File: config.mk
export PLATFORM = sky130hd
export DESIGN_NAME = timer_irq_source
export DESIGN_NICKNAME = d
export VERILOG_FILES = /design/src/rtl/timer_irq_source_pkg.sv /design/src/rtl/timer_irq_source.sv
export SDC_FILE = /design/constraint.sdc
export NUM_CORES = 1
export LEC_CHECK = 0
export BUFFER_PORTS_ARGS = -buffer_cell sky130_fd_sc_hd__clkbuf_2
export CORE_MARGIN = 5
export CORE_UTILIZATION = 40
export CTS_BUF_LIST = sky130_fd_sc_hd__clkbuf_16
export DETAILED_ROUTE_END_ITERATION = 10
export GPL_ROUTABILITY_DRIVEN = 0
export SKIP_CTS_REPAIR_TIMING = 1
export SLEW_MARGIN = 10
export SYNTH_ARGS = -nofsm -noshare
export SYNTH_HDL_FRONTEND = slang
export SYNTH_SLANG_ARGS = --single-unit
export TNS_END_PERCENT = 30
File: constraint.sdc
create_clock -name clk -period 3.4 [get_ports clk]
set_input_delay 0.17 -clock clk [delete_from_list [all_inputs] [get_ports clk]]
set_output_delay 0.17 -clock clk [all_outputs]
set_load 0.03 [all_outputs]
File: src/rtl/timer_irq_source_pkg.sv
`default_nettype none
// ============================================================================
//  Module   : timer_irq_source_pkg
//  Purpose  : Register map, CTRL field positions, mode codes and FSM state
//             encodings shared by the countdown timer interrupt source.
//  Revision : 1.0  initial release
// ============================================================================
package timer_irq_source_pkg;

  // Word offsets within the timer's bridge window (address[3:2])
  localparam logic [1:0] TMR_CTRL   = 2'd0;
  localparam logic [1:0] TMR_PRESET = 2'd1;
  localparam logic [1:0] TMR_COUNT  = 2'd2;

  // CTRL bit positions
  localparam int CTRL_EN      = 0;
  localparam int CTRL_MODE_LO = 1;
  localparam int CTRL_MODE_HI = 2;
  localparam int CTRL_IM      = 3;
  localparam int CTRL_W       = 4;

  // Mode codes; 2 and 3 fall back to one-shot behaviour
  localparam logic [1:0] TMR_ONESHOT = 2'd0;
  localparam logic [1:0] TMR_RELOAD  = 2'd1;

  typedef enum logic [1:0] {
    TMR_IDLE = 2'd0,
    TMR_LOAD = 2'd1,
    TMR_CNT  = 2'd2,
    TMR_INT  = 2'd3
  } tmr_state_t;

  // Only the explicit reload code auto-restarts; every other code is one-shot
  function automatic logic is_reload(input logic [1:0] mode);
    return (mode == TMR_RELOAD);
  endfunction

endpackage : timer_irq_source_pkg
`default_nettype wire

File: src/rtl/timer_irq_source.sv
`default_nettype none
// ============================================================================
//  Module   : timer_irq_source
//  Purpose  : Memory-mapped countdown timer driving a level interrupt into
//             CP0 HWInt. One-shot or auto-reload, maskable output.
//  Revision : 1.0  initial release
// ============================================================================
module timer_irq_source
  import timer_irq_source_pkg::*;
(
  input  logic        clk,
  input  logic        reset,
  input  logic [1:0]  addr,
  input  logic        we,
  input  logic [31:0] din,
  output logic [31:0] dout,
  output logic        irq
);

  logic [CTRL_W-1:0] r_ctrl,     w_ctrl_nxt;
  logic [31:0]       r_preset,   w_preset_nxt;
  logic [31:0]       r_count,    w_count_nxt;
  logic              r_irq_pend, w_irq_pend_nxt;
  tmr_state_t        r_state,    w_state_nxt;

  logic w_wr_ctrl;
  logic w_wr_preset;
  logic w_en;
  logic [1:0] w_mode;

  assign w_wr_ctrl   = we && (addr == TMR_CTRL);
  assign w_wr_preset = we && (addr == TMR_PRESET);
  assign w_en        = r_ctrl[CTRL_EN];
  assign w_mode      = r_ctrl[CTRL_MODE_HI:CTRL_MODE_LO];

  // State register: every register returns to zero on synchronous reset
  always_ff @(posedge clk) begin
    if (reset) begin
      r_ctrl     <= '0;
      r_preset   <= '0;
      r_count    <= '0;
      r_irq_pend <= 1'b0;
      r_state    <= TMR_IDLE;
    end else begin
      r_ctrl     <= w_ctrl_nxt;
      r_preset   <= w_preset_nxt;
      r_count    <= w_count_nxt;
      r_irq_pend <= w_irq_pend_nxt;
      r_state    <= w_state_nxt;
    end
  end

  // Next-state logic; a CTRL/PRESET write suppresses the whole FSM step
  always_comb begin
    w_ctrl_nxt     = r_ctrl;
    w_preset_nxt   = r_preset;
    w_count_nxt    = r_count;
    w_irq_pend_nxt = r_irq_pend;
    w_state_nxt    = r_state;

    case (r_state)
      TMR_IDLE: begin
        if (w_en) w_state_nxt = TMR_LOAD;
      end
      TMR_LOAD: begin
        w_count_nxt = r_preset;
        w_state_nxt = TMR_CNT;
      end
      TMR_CNT: begin
        if (!w_en) begin
          // Disabling freezes COUNT where it stands
          w_state_nxt = TMR_IDLE;
        end else if (r_count > 32'd1) begin
          w_count_nxt = r_count - 32'd1;
        end else begin
          // COUNT of 0 or 1 both terminate, so PRESET=0 acts like PRESET=1
          w_count_nxt    = '0;
          w_irq_pend_nxt = 1'b1;
          w_state_nxt    = TMR_INT;
        end
      end
      TMR_INT: begin
        w_state_nxt = TMR_IDLE;
        if (is_reload(w_mode)) begin
          w_irq_pend_nxt = 1'b0;
        end else begin
          w_ctrl_nxt[CTRL_EN] = 1'b0;
        end
      end
      default: w_state_nxt = TMR_IDLE;
    endcase

    // Software write acts as the interrupt acknowledge and restarts from IDLE
    if (w_wr_ctrl || w_wr_preset) begin
      w_ctrl_nxt     = r_ctrl;
      w_preset_nxt   = r_preset;
      w_count_nxt    = r_count;
      w_irq_pend_nxt = 1'b0;
      w_state_nxt    = TMR_IDLE;
      if (w_wr_ctrl)   w_ctrl_nxt   = din[CTRL_W-1:0];
      if (w_wr_preset) w_preset_nxt = din;
    end
  end

  // Read mux reflects the registers as of the last edge
  always_comb begin
    dout = '0;
    case (addr)
      TMR_CTRL:   dout = {{(32-CTRL_W){1'b0}}, r_ctrl};
      TMR_PRESET: dout = r_preset;
      TMR_COUNT:  dout = r_count;
      default:    dout = '0;
    endcase
  end

  assign irq = r_irq_pend & r_ctrl[CTRL_IM];

endmodule : timer_irq_source
`default_nettype wire

# --- Word-level counts from Yosys, hierarchy flattened ---
# Index checks and enable logic that the tools add are counted.
word_totals:
  ff_bits: 71
  input_bits: 37
  output_inout_bits: 33
op_classes:
  add_sub_neg: 1
  magnitude_cmp: 1
  n_eq_ne: 13
  n_mux: 16
  bitwise_logic: 2
  n_reduce_logical: 15
op_table:
  columns: ["op", "n"]
  rows:
  - ["case mux 32 bit (3 select lines)", 1]
  - ["2-to-1 mux 32 bit", 2]
  - ["case mux 32 bit (2 select lines)", 1]
  - ["greater-than comparator 32 x 1 -> 1 bit (second input constant)", 1]
  - ["subtractor 32 x 1 -> 32 bit (second input constant)", 1]
  - ["inequality test 2 bit (second input constant)", 5]
  - ["case mux 2 bit (4 select lines)", 1]
  - ["2-to-1 mux 1 bit", 7]
  - ["equality test 2 x 1 -> 1 bit (second input constant)", 3]
  - ["equality test 2 bit (second input constant)", 3]
  - ["2-to-1 mux 2 bit", 3]
  - ["AND reduction 2 bit", 3]
  - ["AND reduction 3 bit", 2]
  - ["nonzero test 2 bit", 3]
  - ["logical NOT 2 bit", 2]
  - ["AND reduction 4 bit", 1]
  - ["inequality test 3 bit (second input constant)", 1]
  - ["logical AND 1 bit", 2]
  - ["inequality test 2 x 1 -> 1 bit (second input constant)", 1]
  - ["case mux 1 bit (2 select lines)", 1]
  - ["OR reduction 2 bit", 1]
  - ["AND 1 bit", 1]
  - ["logical OR 1 bit", 1]
  - ["inverter 1 bit", 1]

# --- Longest topological paths before layout ---
# Gate-level depths: netlist of run 1.
depth:
  depth_word: 5
  ltp_mapped: 8

# --- Worst setup path after synthesis of run 1 ---
# Ideal clock, no wire load.
synth_path:
  path_type: "register to register"
  from: "register r_count[7]"
  to: "register r_count[2]"
  arrival_time_ps: 2295
  slack_ps: 969
  stages_incl_launch_ff: 9
  n_path_buf: 3
  path_cell_list: "dfxtp_1 buf_6 or4_1 buf_2 nor4_4 a41oi_2 buf_2 a32oi_1 o32ai_1"
synth_between:
  elab_chain_cells: 4
synth_lines:
  columns: ["item", "line_no", "rtl"]
  rows:
  - ["start: declaration", "timer_irq_source.sv:22", "logic [31:0] r_count, w_count_nxt;"]
  - ["start signal: assignment", "timer_irq_source.sv:47", "r_count <= w_count_nxt;"]
  - ["greater-than comparator 32 x 1 -> 1 bit", "timer_irq_source.sv:73", "end else if (r_count > 32'd1) begin"]
  - ["2-to-1 mux 32 bit", "timer_irq_source.sv:73", null]
  - ["2-to-1 mux 32 bit", "timer_irq_source.sv:70", "if (!w_en) begin"]
  - ["case mux 32 bit (2 select lines)", "timer_irq_source.sv:61", "case (r_state)"]
# No other way between the ends. The select of a mux whose other input is x is not followed.
# A chain may end at the register's enable or synchronous reset.

# --- Worst setup path in the final report of run 1 ---
layout_path:
  from: "register r_count[7]"
  to: "register r_count[24]"
layout_between:
  elab_chain_cells: 4
  word_cells_on_any_way: 5
layout_lines:
  columns: ["item", "line_no"]
  rows:
  - ["subtractor 32 x 1 -> 32 bit or greater-than comparator 32 x 1 -> 1 bit (tied branches)", "timer_irq_source.sv:74, timer_irq_source.sv:73"]
  - ["2-to-1 mux 32 bit *", "timer_irq_source.sv:73"]
  - ["2-to-1 mux 32 bit *", "timer_irq_source.sv:70"]
  - ["case mux 32 bit (2 select lines) *", "timer_irq_source.sv:61"]
# Every way passes the cells marked *; elsewhere a longest branch is shown, timed or not. The select of a mux whose other input is x is not followed.

==> insert_results.sql, run 1 <==
INSERT INTO impl_metrics (metric_group, metric, value, unit) VALUES
('synth', 'synthMostInstantiatedCell', 'sky130_fd_sc_hd__nand2_1', ''),
('sta', 'finClkSkew', '5.30', 'ps'),
('clocking', 'clock_tree_from_tritoncts', 'built', ''),
('synth', 'synth_top_area_share', '35.0', '%'),
('route', 'routedLengthMet1', '5930', 'um'),
('outcome', 'run_status', 'finished clean', ''),
('sta', 'rsz0062_at_grt', 'no', ''),
('floorplanning', 'design.portCount', '70', ''),
('route', 'wl_met2', '5950', 'um'),
('sta', 'timing.setup.tns', '0', 'ps'),
('route', 'ant_nets', '0', ''),
('global_routing', 'grt_first_pass_wirelength', '21000', 'um'),
('power_and_ir_drop', 'power.share.switching', '27.3', '%'),
('power_and_ir_drop', 'netSwitchingPower', '0.595', 'mW'),
('floorplanning', 'die_area', '12300', 'um2'),
('synth', 'async_reset_ff_share', '0', '%'),
('placement', 'dp_hpwl', '8680', 'um'),
('hold_path', 'hold_path.class', 'in -> reg', ''),
('sta', 'period_share', '83.4', '%'),
('route', 'top_layer', 'met4', ''),
('finish', 'antennaDiodeCount', '0', ''),
('power_and_ir_drop', 'p_int', '1.59', 'mW'),
('finish', 'multi_input_comb_area', '2390', 'um2'),
('finish', 'fill_cells', '1019', ''),
('synth', 'syn-num-nets', '577', ''),
('worst_setup_path', 'end_kind', 'flop', ''),
('clocking', 'worst_skew_late_latency', '340', 'ps'),
('floorplanning', 'die-width', '111', 'um'),
('global_routing', 'grt.overflow.total', '0', ''),
('synth', 'ys_seq_area_share', '35.0', '%'),
('sta', 'finalSetupViolCount', '0', ''),
('route', 'dr_wl_met3', '626', 'um'),
('synth', 'yosysUniqueCellTypes', '54', ''),
('route', 'drt-vias-per-instance', '5.96', ''),
('clocking', 'cts_sinks', '71', ''),
('job', 'max-cap-violations', '0', ''),
('power_and_ir_drop', 'p_leak', '1.93', 'nW'),
('synth', 'cell_area_after_synthesis', '4070', 'um2'),
('power_and_ir_drop', 'power.clock.fraction', '46.0', '%'),
('floorplanning', 'core.rowCount', '36', ''),
('sta', 'fin_ws', '564', 'ps'),
('power_and_ir_drop', 'ir_drop', '0.000208', 'V'),
('placement', 'placed_cells_incl_taps', '707', ''),
('global_routing', 'grt_start_max_net_pins', '65', ''),
('sta', 'hold_viol', '0', ''),
('worst_setup_path', 'timing.critical_path.arrival', '3030', 'ps'),
('finish', 'post_route_cells_drive_above_1_share', '19.0', '%'),
('route', 'post_drt_wl_per_cell', '17.6', 'um'),
('power_and_ir_drop', 'total_power_divided_by_cell_area', '451', 'nW/um2'),
('route', 'drt_pre_antenna_iters', '4', ''),
('route', 'dr.first_iter.drc_count', '324', ''),
('clocking', 'cts.reportedPaths.clkPinSlew', '60', 'ps'),
('power_and_ir_drop', 'power.sequential.fraction', '39.9', '%'),
('floorplanning', 'core_area', '9860', 'um2'),
('placement', 'placed_area', '4530', 'um2'),
('sta', 'fin_worst_hold_slack', '49.0', 'ps'),
('power_and_ir_drop', 'p_comb_share', '14.0', '%'),
('global_routing', 'grt_pass1_vias', '4112', ''),
('sta', 'finalMaxSlewViolations', '0', ''),
('finish', 'finish.instance_area', '4840', 'um2'),
('synth', 'synth.top_cells.by_count', 'sky130_fd_sc_hd__nand2_1, sky130_fd_sc_hd__dfxtp_1, sky130_fd_sc_hd__a21oi_1', ''),
('finish', 'syn_to_final_growth', '19.1', '%'),
('worst_setup_path', 'cp_max_fo', '17', ''),
('synth', 'synth-main-ff-cell', 'sky130_fd_sc_hd__dfxtp_1', ''),
('finish', 'finalCoreUtilization', '49.1', '%'),
('worst_setup_path', 'required_time_of_the_critical_path', '3590', 'ps'),
('power_and_ir_drop', 'fin_total_pwr', '2.18', 'mW'),
('sta', 'finalCriticalPeriod', '2840', 'ps'),
('floorplanning', 'chipHeight', '111', 'um'),
('synth', 'synth.top_cells.by_area', 'sky130_fd_sc_hd__dfxtp_1, sky130_fd_sc_hd__nand2_1, sky130_fd_sc_hd__a21oi_1, sky130_fd_sc_hd__a22o_1, sky130_fd_sc_hd__clkbuf_1', ''),
('clocking', 'cts_made_buffers', '9', '');
## state kept, by name (all words and copies together), names as in the netlist
name,cells
r_count,32
r_ctrl,4
r_irq_pend,1
r_preset,32
r_state,2
## placed cells by master, fill, tap and decap left out, types with 8 or more instances in the layout
| master | netlist | routed |
|---|---|---|
| sky130_fd_sc_hd__a21oi_1 | 64 | 64 |
| sky130_fd_sc_hd__a22o_1 | 27 | 27 |
| sky130_fd_sc_hd__a31oi_1 | 18 | 18 |
| sky130_fd_sc_hd__a32oi_1 | 9 | 9 |
| sky130_fd_sc_hd__and3_1 | 14 | 14 |
| sky130_fd_sc_hd__buf_4 | 0 | 18 |
| sky130_fd_sc_hd__clkbuf_16 | 0 | 9 |
| sky130_fd_sc_hd__clkbuf_2 | 0 | 69 |
| sky130_fd_sc_hd__dfxtp_1 | 71 | 71 |
| sky130_fd_sc_hd__inv_1 | 17 | 18 |
| sky130_fd_sc_hd__nand2_1 | 92 | 92 |
| sky130_fd_sc_hd__nand3_1 | 12 | 12 |
| sky130_fd_sc_hd__nand4_1 | 11 | 11 |
| sky130_fd_sc_hd__nor2_1 | 18 | 18 |
| sky130_fd_sc_hd__nor3_1 | 16 | 16 |
| sky130_fd_sc_hd__nor4_1 | 9 | 9 |
| sky130_fd_sc_hd__o21ai_0 | 12 | 12 |
| sky130_fd_sc_hd__o32ai_1 | 8 | 8 |
## final timing paths
path / from / end / slack, ps / depth (start not counted)
max: r_count[7]$_SDFFE_PP0P_ / r_count[24]$_SDFFE_PP0P_ / 560 / 5
min: din[25] / r_preset[25]$_SDFFE_PP0P_ / 50 / 3
max reg2reg: r_count[7]$_SDFFE_PP0P_ / r_count[24]$_SDFFE_PP0P_ / 560 / 5
min reg2reg: r_preset[22]$_SDFFE_PP0P_ / r_preset[22]$_SDFFE_PP0P_ / 470 / 2
## power groups by stage
stage | clock (mW) | sequential [mW] | combinational (mW)
floorplan | 0 | 0.881 | 0.202
global placement | 0 | 0.888 | 0.300
detailed placement | 0 | 0.889 | 0.302
CTS | 1.01 | 0.871 | 0.304
global route | 1.05 | 0.874 | 0.336
finish | 1.00 | 0.871 | 0.306
## layer usage
metal	vias up	global-route usage [%]
li1	2096	-
met1	2058	28.1
met2	136	33.1
met3	16	3.38
met4	0	6.32
met5	-	0
## kinds of logic (layout without fill, tap and decap cells)
family          Yosys count  after routing  synth area share (%)
simple gates            207            207                  25.3
compound gates          180            180                  30.2
flops                    71             71                  35.0
buf+inv                  64            120                  6.25
fa+ha+maj                 6              6                  1.85
mux                       5              5                  1.23
xor+xnor                  1              1                 0.215
## worst max-delay path, stage by stage (launching register included)
cell                      delay [ps]
sky130_fd_sc_hd__dfxtp_1         380
sky130_fd_sc_hd__or4_1           680
sky130_fd_sc_hd__nor4_4          600
sky130_fd_sc_hd__nand4_2         540
sky130_fd_sc_hd__a32oi_1         380
sky130_fd_sc_hd__o32ai_1         110
## cell type report
cell class                 instances  share of cell area (%)
sequential                        71                    29.4
tap                              133                    3.44
clock buffer                       9                    4.65
inverter                          17                    1.32
multi-input combinational        399                    49.5
clock inverter                     7                    1.84
timing repair buffer              87                    9.93
Note: power is estimated with default switching activity, not from simulation.
==> inputs of run 2 (changes only) <==
- clock period: 3.4 -> 2.85 ns (I/O delays scaled with it)
==> run 2 against run 1 <==
Net effect: critical path depth rose by 1; worst setup slack got worse by 200 ps; first-iteration DRC count is 6.2% lower; final area up 1.1%; sequential cell count did not move; combinational power rose by 25%; via count stayed put; register-to-register slack got worse by 200 ps; clock power grew 16%; largest power group unchanged; die area unchanged; core utilization increased by 0.55 points; clock skew rose by 1.8 ps.
==> insert_results.sql, run 2 (synthesized netlist as in run 1, its figures left out) <==
INSERT INTO impl_metrics (metric_group, metric, value, unit) VALUES
('outcome', 'run_status', 'finished clean', ''),
('placement', 'numPortBuffers', '69', ''),
('finish', 'fill_cells', '997', ''),
('floorplanning', 'chipHeight', '111', 'um'),
('finish', 'layout.nets', '636', ''),
('finish', 'multi_input_comb_area', '2390', 'um2'),
('floorplanning', 'start_util', '41.2', '%'),
('route', 'detailroute.via_count', '4306', ''),
('worst_setup_path', 'worst_setup_path_start_kind', 'flop', ''),
('sta', 'tightest_slew', '746', 'ps'),
('power_and_ir_drop', 'total_power_divided_by_cell_area', '528', 'nW/um2'),
('worst_setup_path', 'critical_path.max_stage_delay', '690', 'ps'),
('floorplanning', 'die-width', '111', 'um'),
('finish', 'most_common_cell_after_layout_fill_and_taps_aside', 'sky130_fd_sc_hd__nand2_1', ''),
('finish', 'seq_area', '1420', 'um2'),
('job', 'max-cap-violations', '0', ''),
('sta', 'rsz0062_at_grt', 'no', ''),
('floorplanning', 'die_area', '12300', 'um2'),
('global_routing', 'grt_antenna_before_repair', '0', ''),
('clocking', 'cts_root_buffer', 'sky130_fd_sc_hd__clkbuf_16', ''),
('floorplanning', 'core.rowCount', '36', ''),
('floorplanning', 'core_area', '9860', 'um2'),
('global_routing', 'grt_use_total', '20.4', '%'),
('sta', 'finalCriticalPeriod', '2490', 'ps'),
('power_and_ir_drop', 'p_leak', '1.97', 'nW'),
('route', 'post_drt_wl_per_cell', '17.3', 'um'),
('clocking', 'htree_num_levels', '3', ''),
('worst_setup_path', 'required_time_of_the_critical_path', '3090', 'ps'),
('clocking', 'worst_skew_late_latency', '330', 'ps'),
('hold_path', 'hold_path.class', 'in -> reg', ''),
('global_routing', 'grt_pass1_vias', '4133', ''),
('worst_setup_path', 'worst_setup_sp', 'r_count[7]$_SDFFE_PP0P_', ''),
('global_routing', 'grt.overflow.total', '0', ''),
('sta', 'slew_headroom', '50.1', '%'),
('clocking', 'clock_tree_from_tritoncts', 'built', ''),
('clocking', 'cts_made_buffers', '9', ''),
('global_routing', 'grt_start_max_net_pins', '65', ''),
('worst_setup_path', 'timing.critical_path.arrival', '2730', 'ps'),
('sta', 'finClkSkew', '7.07', 'ps'),
('worst_setup_path', 'cp_max_fo', '10', ''),
('sta', 'finalSetupViolCount', '0', ''),
('sta', 'timing.setup.tns', '0', 'ps'),
('power_and_ir_drop', 'ir_drop', '0.000284', 'V'),
('worst_setup_path', 'end_kind', 'flop', ''),
('worst_setup_path', 'path_type_of_the_worst_setup_path', 'reg -> reg', ''),
('finish', 'post_route_cells_drive_above_1_share', '19.7', '%'),
('sta', 'hold_viol', '0', ''),
('route', 'drt-vias-per-instance', '5.89', ''),
('finish', 'most-common-layout-cells', 'sky130_fd_sc_hd__nand2_1, sky130_fd_sc_hd__dfxtp_1, sky130_fd_sc_hd__clkbuf_2', ''),
('sta', 'period_share', '87.4', '%'),
('route', 'number_of_remaining_drc_errors', '0', ''),
('finish', 'biggest_registers_after_layout', 'r_count (32), r_preset (32), r_ctrl (4)', ''),
('worst_setup_path', 'cp_common_cell', 'sky130_fd_sc_hd__or4_1', ''),
('hold_path', 'min-delay-start', 'din[23]', ''),
('clocking', 'cts_max_path_buffers', '2', ''),
('route', 'dr.first_iter.drc_count', '304', ''),
('route', 'finalWirelength', '12700', 'um'),
('clocking', 'cts_sinks', '71', ''),
('finish', 'antennaDiodeCount', '0', ''),
('route', 'drt_pre_antenna_iters', '6', ''),
('worst_setup_path', 'cpMaxStageDelayCell', 'sky130_fd_sc_hd__or4_1', ''),
('sta', 'timing.fmax', '0.402', 'GHz'),
('placement', 'dp_hpwl', '8840', 'um'),
('worst_setup_path', 'crit_chain', 'or4_1, nor4_4, buf_4, nand4_1, or4_1, o31ai_1', ''),
('sta', 'finalMaxSlewViolations', '0', ''),
('route', 'ant_nets', '0', ''),
('power_and_ir_drop', 'fin_total_pwr', '2.58', 'mW'),
('global_routing', 'grt_first_pass_wirelength', '20900', 'um'),
('worst_setup_path', 'worstReg2RegStart', 'r_count[7]$_SDFFE_PP0P_', ''),
('floorplanning', 'design.portCount', '70', ''),
('finish', 'syn_to_final_growth', '20.4', '%'),
('clocking', 'cts.reportedPaths.clkPinSlew', '60', 'ps');
## run 2: cell count changes in the layout (fill, tap and decap cells not counted)
| cell | delta |
|---|---|
| sky130_fd_sc_hd__clkinv_4 | -1 |
| sky130_fd_sc_hd__clkinv_2 | -1 |
| sky130_fd_sc_hd__inv_1 | +3 |
| sky130_fd_sc_hd__clkinv_1 | -1 |
| sky130_fd_sc_hd__buf_4 | +8 |
## run 2: worst paths after layout
kind | to | slack, ps | depth (start not counted)
hold reg to reg | r_preset[10]$_SDFFE_PP0P_ | 470 | 2
hold / removal | r_preset[23]$_SDFFE_PP0P_ | 30 | 3
setup / recovery | r_irq_pend$_SDFFE_PP0P_ | 360 | 6
setup reg to reg | r_irq_pend$_SDFFE_PP0P_ | 360 | 6
## run 2: layer usage
| metal | track usage, % | share of wire [%] |
|---|---|---|
| met1 | 27.6 | 46 |
| met2 | 33.5 | 48 |
| met3 | 3.60 | 5.6 |
| met4 | 5.17 | 0.88 |
| met5 | 0 | 0 |
## run 2: power breakdown
group	switching, mW	leakage, nW	internal (mW)
Sequential	0.0223	0.575	1.02
Combinational	0.250	1.23	0.131
Clock	0.410	0.161	0.753
Total	0.683	1.97	1.90
## run 2: area by class of cell
cell class	instances	area share (%)
Clock buffer	9	4.60
Clock inverter	7	1.69
Inverter	17	1.30
Multi-Input combinational cell	399	48.9
Sequential cell	71	29.0
Tap cell	133	3.40
Timing Repair Buffer	95	11.0
## run 2: metrics by stage
stage               util (%)  cell area [um2]  setup WS, ps  std cells  hold WS [ps]
global route            49.6             4890           250        731          19.8
detailed placement      46.5             4590           389        715           371
CTS                     49.6             4890           372        731          25.5
floorplan                  -             4070           419        534           278
finish                  49.6             4890           360        731          28.0
global placement        46.5             4590           441        715           365
## run 2: critical path, delay by kind of cell, from the launching register on
family | cells | cell delay, ps
AO/OA/AOI/OAI | 1 | 80
flip-flops | 1 | 380
AND/OR/NAND/NOR | 4 | 1730
buffers and inverters | 1 | 210
==> inputs of run 3 (changes only) <==
- GPL_TIMING_DRIVEN: not set -> 0
- PLACE_DENSITY: not set -> 0.69
==> run 3 against run 2 <==
Net effect: core utilization is 0.25 points higher; die area stayed put; worst hold slack worse by 6.5 ps; critical endpoint is now r_count[11]$_SDFFE_PP0P_; largest power group unchanged.
==> insert_results.sql, run 3 (synthesized netlist as in run 1, its figures left out) <==
INSERT INTO impl_metrics (metric_group, metric, value, unit) VALUES
('clocking', 'htree_num_levels', '3', ''),
('worst_setup_path', 'timing.critical_path.arrival', '2960', 'ps'),
('sta', 'finalSetupViolCount', '0', ''),
('power_and_ir_drop', 'ir_drop', '0.000301', 'V'),
('route', 'ant_nets', '0', ''),
('worst_setup_path', 'cpMaxStageDelayCell', 'sky130_fd_sc_hd__or4_1', ''),
('worst_setup_path', 'cp_common_cell', 'sky130_fd_sc_hd__buf_2', ''),
('hold_path', 'whs_endpoint', 'r_preset[20]$_SDFFE_PP0P_', ''),
('worst_setup_path', 'worstReg2RegStart', 'r_count[23]$_SDFFE_PP0P_', ''),
('sta', 'hold_viol', '0', ''),
('finish', 'fill_cells', '957', ''),
('global_routing', 'grt_pass1_vias', '4435', ''),
('clocking', 'cts_made_buffers', '9', ''),
('floorplanning', 'design.portCount', '70', ''),
('route', 'finalWirelength', '14900', 'um'),
('worst_setup_path', 'cp_max_fo', '10', ''),
('route', 'post_drt_wl_per_cell', '19.8', 'um'),
('finish', 'finalCoreUtilization', '49.9', '%'),
('sta', 'fin_ws', '77.9', 'ps'),
('finish', 'biggest_registers_after_layout', 'r_count (32), r_preset (32), r_ctrl (4)', ''),
('finish', 'layout.nets', '656', ''),
('placement', 'numPortBuffers', '67', ''),
('route', 'detailroute.via_count', '4729', ''),
('sta', 'timing.fmax', '0.361', 'GHz'),
('floorplanning', 'chipHeight', '111', 'um'),
('global_routing', 'grt_use_total', '23.2', '%'),
('worst_setup_path', 'critical_path.max_stage_delay', '650', 'ps'),
('sta', 'period_share', '97.3', '%'),
('sta', 'timing.setup.tns', '0', 'ps'),
('clocking', 'worst_skew_late_latency', '340', 'ps'),
('power_and_ir_drop', 'total_power_divided_by_cell_area', '537', 'nW/um2'),
('outcome', 'run_status', 'finished clean', ''),
('floorplanning', 'die-width', '111', 'um'),
('sta', 'tightest_slew', '867', 'ps'),
('floorplanning', 'core.rowCount', '36', ''),
('global_routing', 'grt_antenna_before_repair', '0', ''),
('global_routing', 'grt_start_max_net_pins', '13', ''),
('clocking', 'cts.reportedPaths.clkPinSlew', '60', 'ps'),
('floorplanning', 'start_util', '41.2', '%'),
('sta', 'finalMaxSlewViolations', '0', ''),
('route', 'drt_pre_antenna_iters', '6', ''),
('floorplanning', 'core_area', '9860', 'um2'),
('placement', 'dp_hpwl', '10400', 'um'),
('finish', 'finalNonFillerCells', '751', ''),
('route', 'number_of_remaining_drc_errors', '0', ''),
('route', 'drt-vias-per-instance', '6.30', ''),
('job', 'max-cap-violations', '0', ''),
('clocking', 'clock_tree_from_tritoncts', 'built', ''),
('clocking', 'cts_max_path_buffers', '2', ''),
('finish', 'syn_to_final_growth', '21.0', '%'),
('global_routing', 'grt.overflow.total', '0', ''),
('power_and_ir_drop', 'p_leak', '1.92', 'nW'),
('finish', 'most_common_cell_after_layout_fill_and_taps_aside', 'sky130_fd_sc_hd__nand2_1', ''),
('worst_setup_path', 'path_type_of_the_worst_setup_path', 'reg -> reg', ''),
('finish', 'antennaDiodeCount', '0', ''),
('sta', 'rsz0062_at_grt', 'no', ''),
('placement', 'placed_cells_incl_taps', '734', ''),
('finish', 'post_route_cells_drive_above_1_share', '16.2', '%'),
('power_and_ir_drop', 'fin_total_pwr', '2.64', 'mW'),
('placement', 'dp_slack', '-18.2', 'ps'),
('route', 'dr.first_iter.drc_count', '577', ''),
('sta', 'finClkSkew', '3.63', 'ps'),
('hold_path', 'min-delay-start', 'din[20]', ''),
('finish', 'most-common-layout-cells', 'sky130_fd_sc_hd__nand2_1, sky130_fd_sc_hd__dfxtp_1, sky130_fd_sc_hd__clkbuf_2', ''),
('worst_setup_path', 'regToRegSetupSlack', '80', 'ps'),
('hold_path', 'hold_path.class', 'in -> reg', ''),
('worst_setup_path', 'worstReg2RegEnd', 'r_count[11]$_SDFFE_PP0P_', ''),
('hold_path', 'min_path_cells', '3', ''),
('worst_setup_path', 'required_time_of_the_critical_path', '3040', 'ps'),
('worst_setup_path', 'worst_setup_path_start_kind', 'flop', ''),
('worst_setup_path', 'crit_chain', 'clkbuf_1, or4_1, nor3_1, buf_2, nand4_4, buf_2, a22oi_1, o32ai_1', ''),
('clocking', 'cts_root_buffer', 'sky130_fd_sc_hd__clkbuf_16', ''),
('worst_setup_path', 'worst_reg2reg_path_depth', '8', ''),
('clocking', 'cts_sinks', '71', ''),
('global_routing', 'grt_first_pass_wirelength', '23100', 'um'),
('sta', 'finalCriticalPeriod', '2770', 'ps'),
('floorplanning', 'die_area', '12300', 'um2'),
('worst_setup_path', 'end_kind', 'flop', ''),
('sta', 'slew_headroom', '41.6', '%');
run 3: worst max-delay path: cells and delay by family (launching register included):
kind	cells	cell delay, ps
AND/OR/NAND/NOR	3	1200
buffers and inverters	3	790
AO/OA/AOI/OAI	2	330
flip-flops	1	300
run 3: power by group:
part	leakage (nW)	switching, mW	internal, mW	total (mW)
Clock	0.147	0.440	0.758	1.20
Combinational	1.20	0.286	0.119	0.406
Sequential	0.575	0.0217	1.02	1.04
Total	1.92	0.748	1.89	2.64
run 3: layout make-up:
type | count | area [um2] | area share [%]
tap | 133 | 166 | 3.38
multi-input combinational | 399 | 2420 | 49.2
timing repair buffer | 68 | 343 | 6.97
buffer | 47 | 190 | 3.87
inverter | 17 | 63.8 | 1.30
sequential | 71 | 1420 | 28.9
clock buffer | 9 | 225 | 4.58
clock inverter | 7 | 87.6 | 1.78
run 3: stage by stage:
stage | cell area (um2) | hold slack [ps]
3_3_place_gp | 4570 | 366
5_1_grt | 4920 | 28.8
2_1_floorplan | 4070 | 278
4_1_cts | 4880 | 21.4
3_5_place_dp | 4570 | 371
6_report | 4920 | 21.5
run 3: routing by layer:
layer	part of all wire (%)	GRT usage, %	vias to the layer above
met5	0	0	-
met4	4.3	10.6	0
met3	10	4.91	59
met2	46	37.3	319
met1	39	29.9	2199
li1	-	-	2152
run 3: worst max-delay path by stage:
| stage | from | endpoint | slack (ps) | depth (start not counted) |
|---|---|---|---|---|
| 2_1_floorplan | r_count[7]$_SDFFE_PP0P_ | r_count[2]$_SDFFE_PP0P_ | 420 | 8 |
| 3_3_place_gp | r_count[1]$_SDFFE_PP0P_ | r_count[22]$_SDFFE_PP0P_ | -40 | 7 |
| 3_5_place_dp | r_count[7]$_SDFFE_PP0P_ | r_count[16]$_SDFFE_PP0P_ | -20 | 8 |
| 4_1_cts | r_count[0]$_SDFFE_PP0P_ | r_count[16]$_SDFFE_PP0P_ | -40 | 8 |
| 5_1_grt | r_count[23]$_SDFFE_PP0P_ | r_irq_pend$_SDFFE_PP0P_ | 20 | 7 |
| 6_report | r_count[23]$_SDFFE_PP0P_ | r_count[11]$_SDFFE_PP0P_ | 80 | 8 |
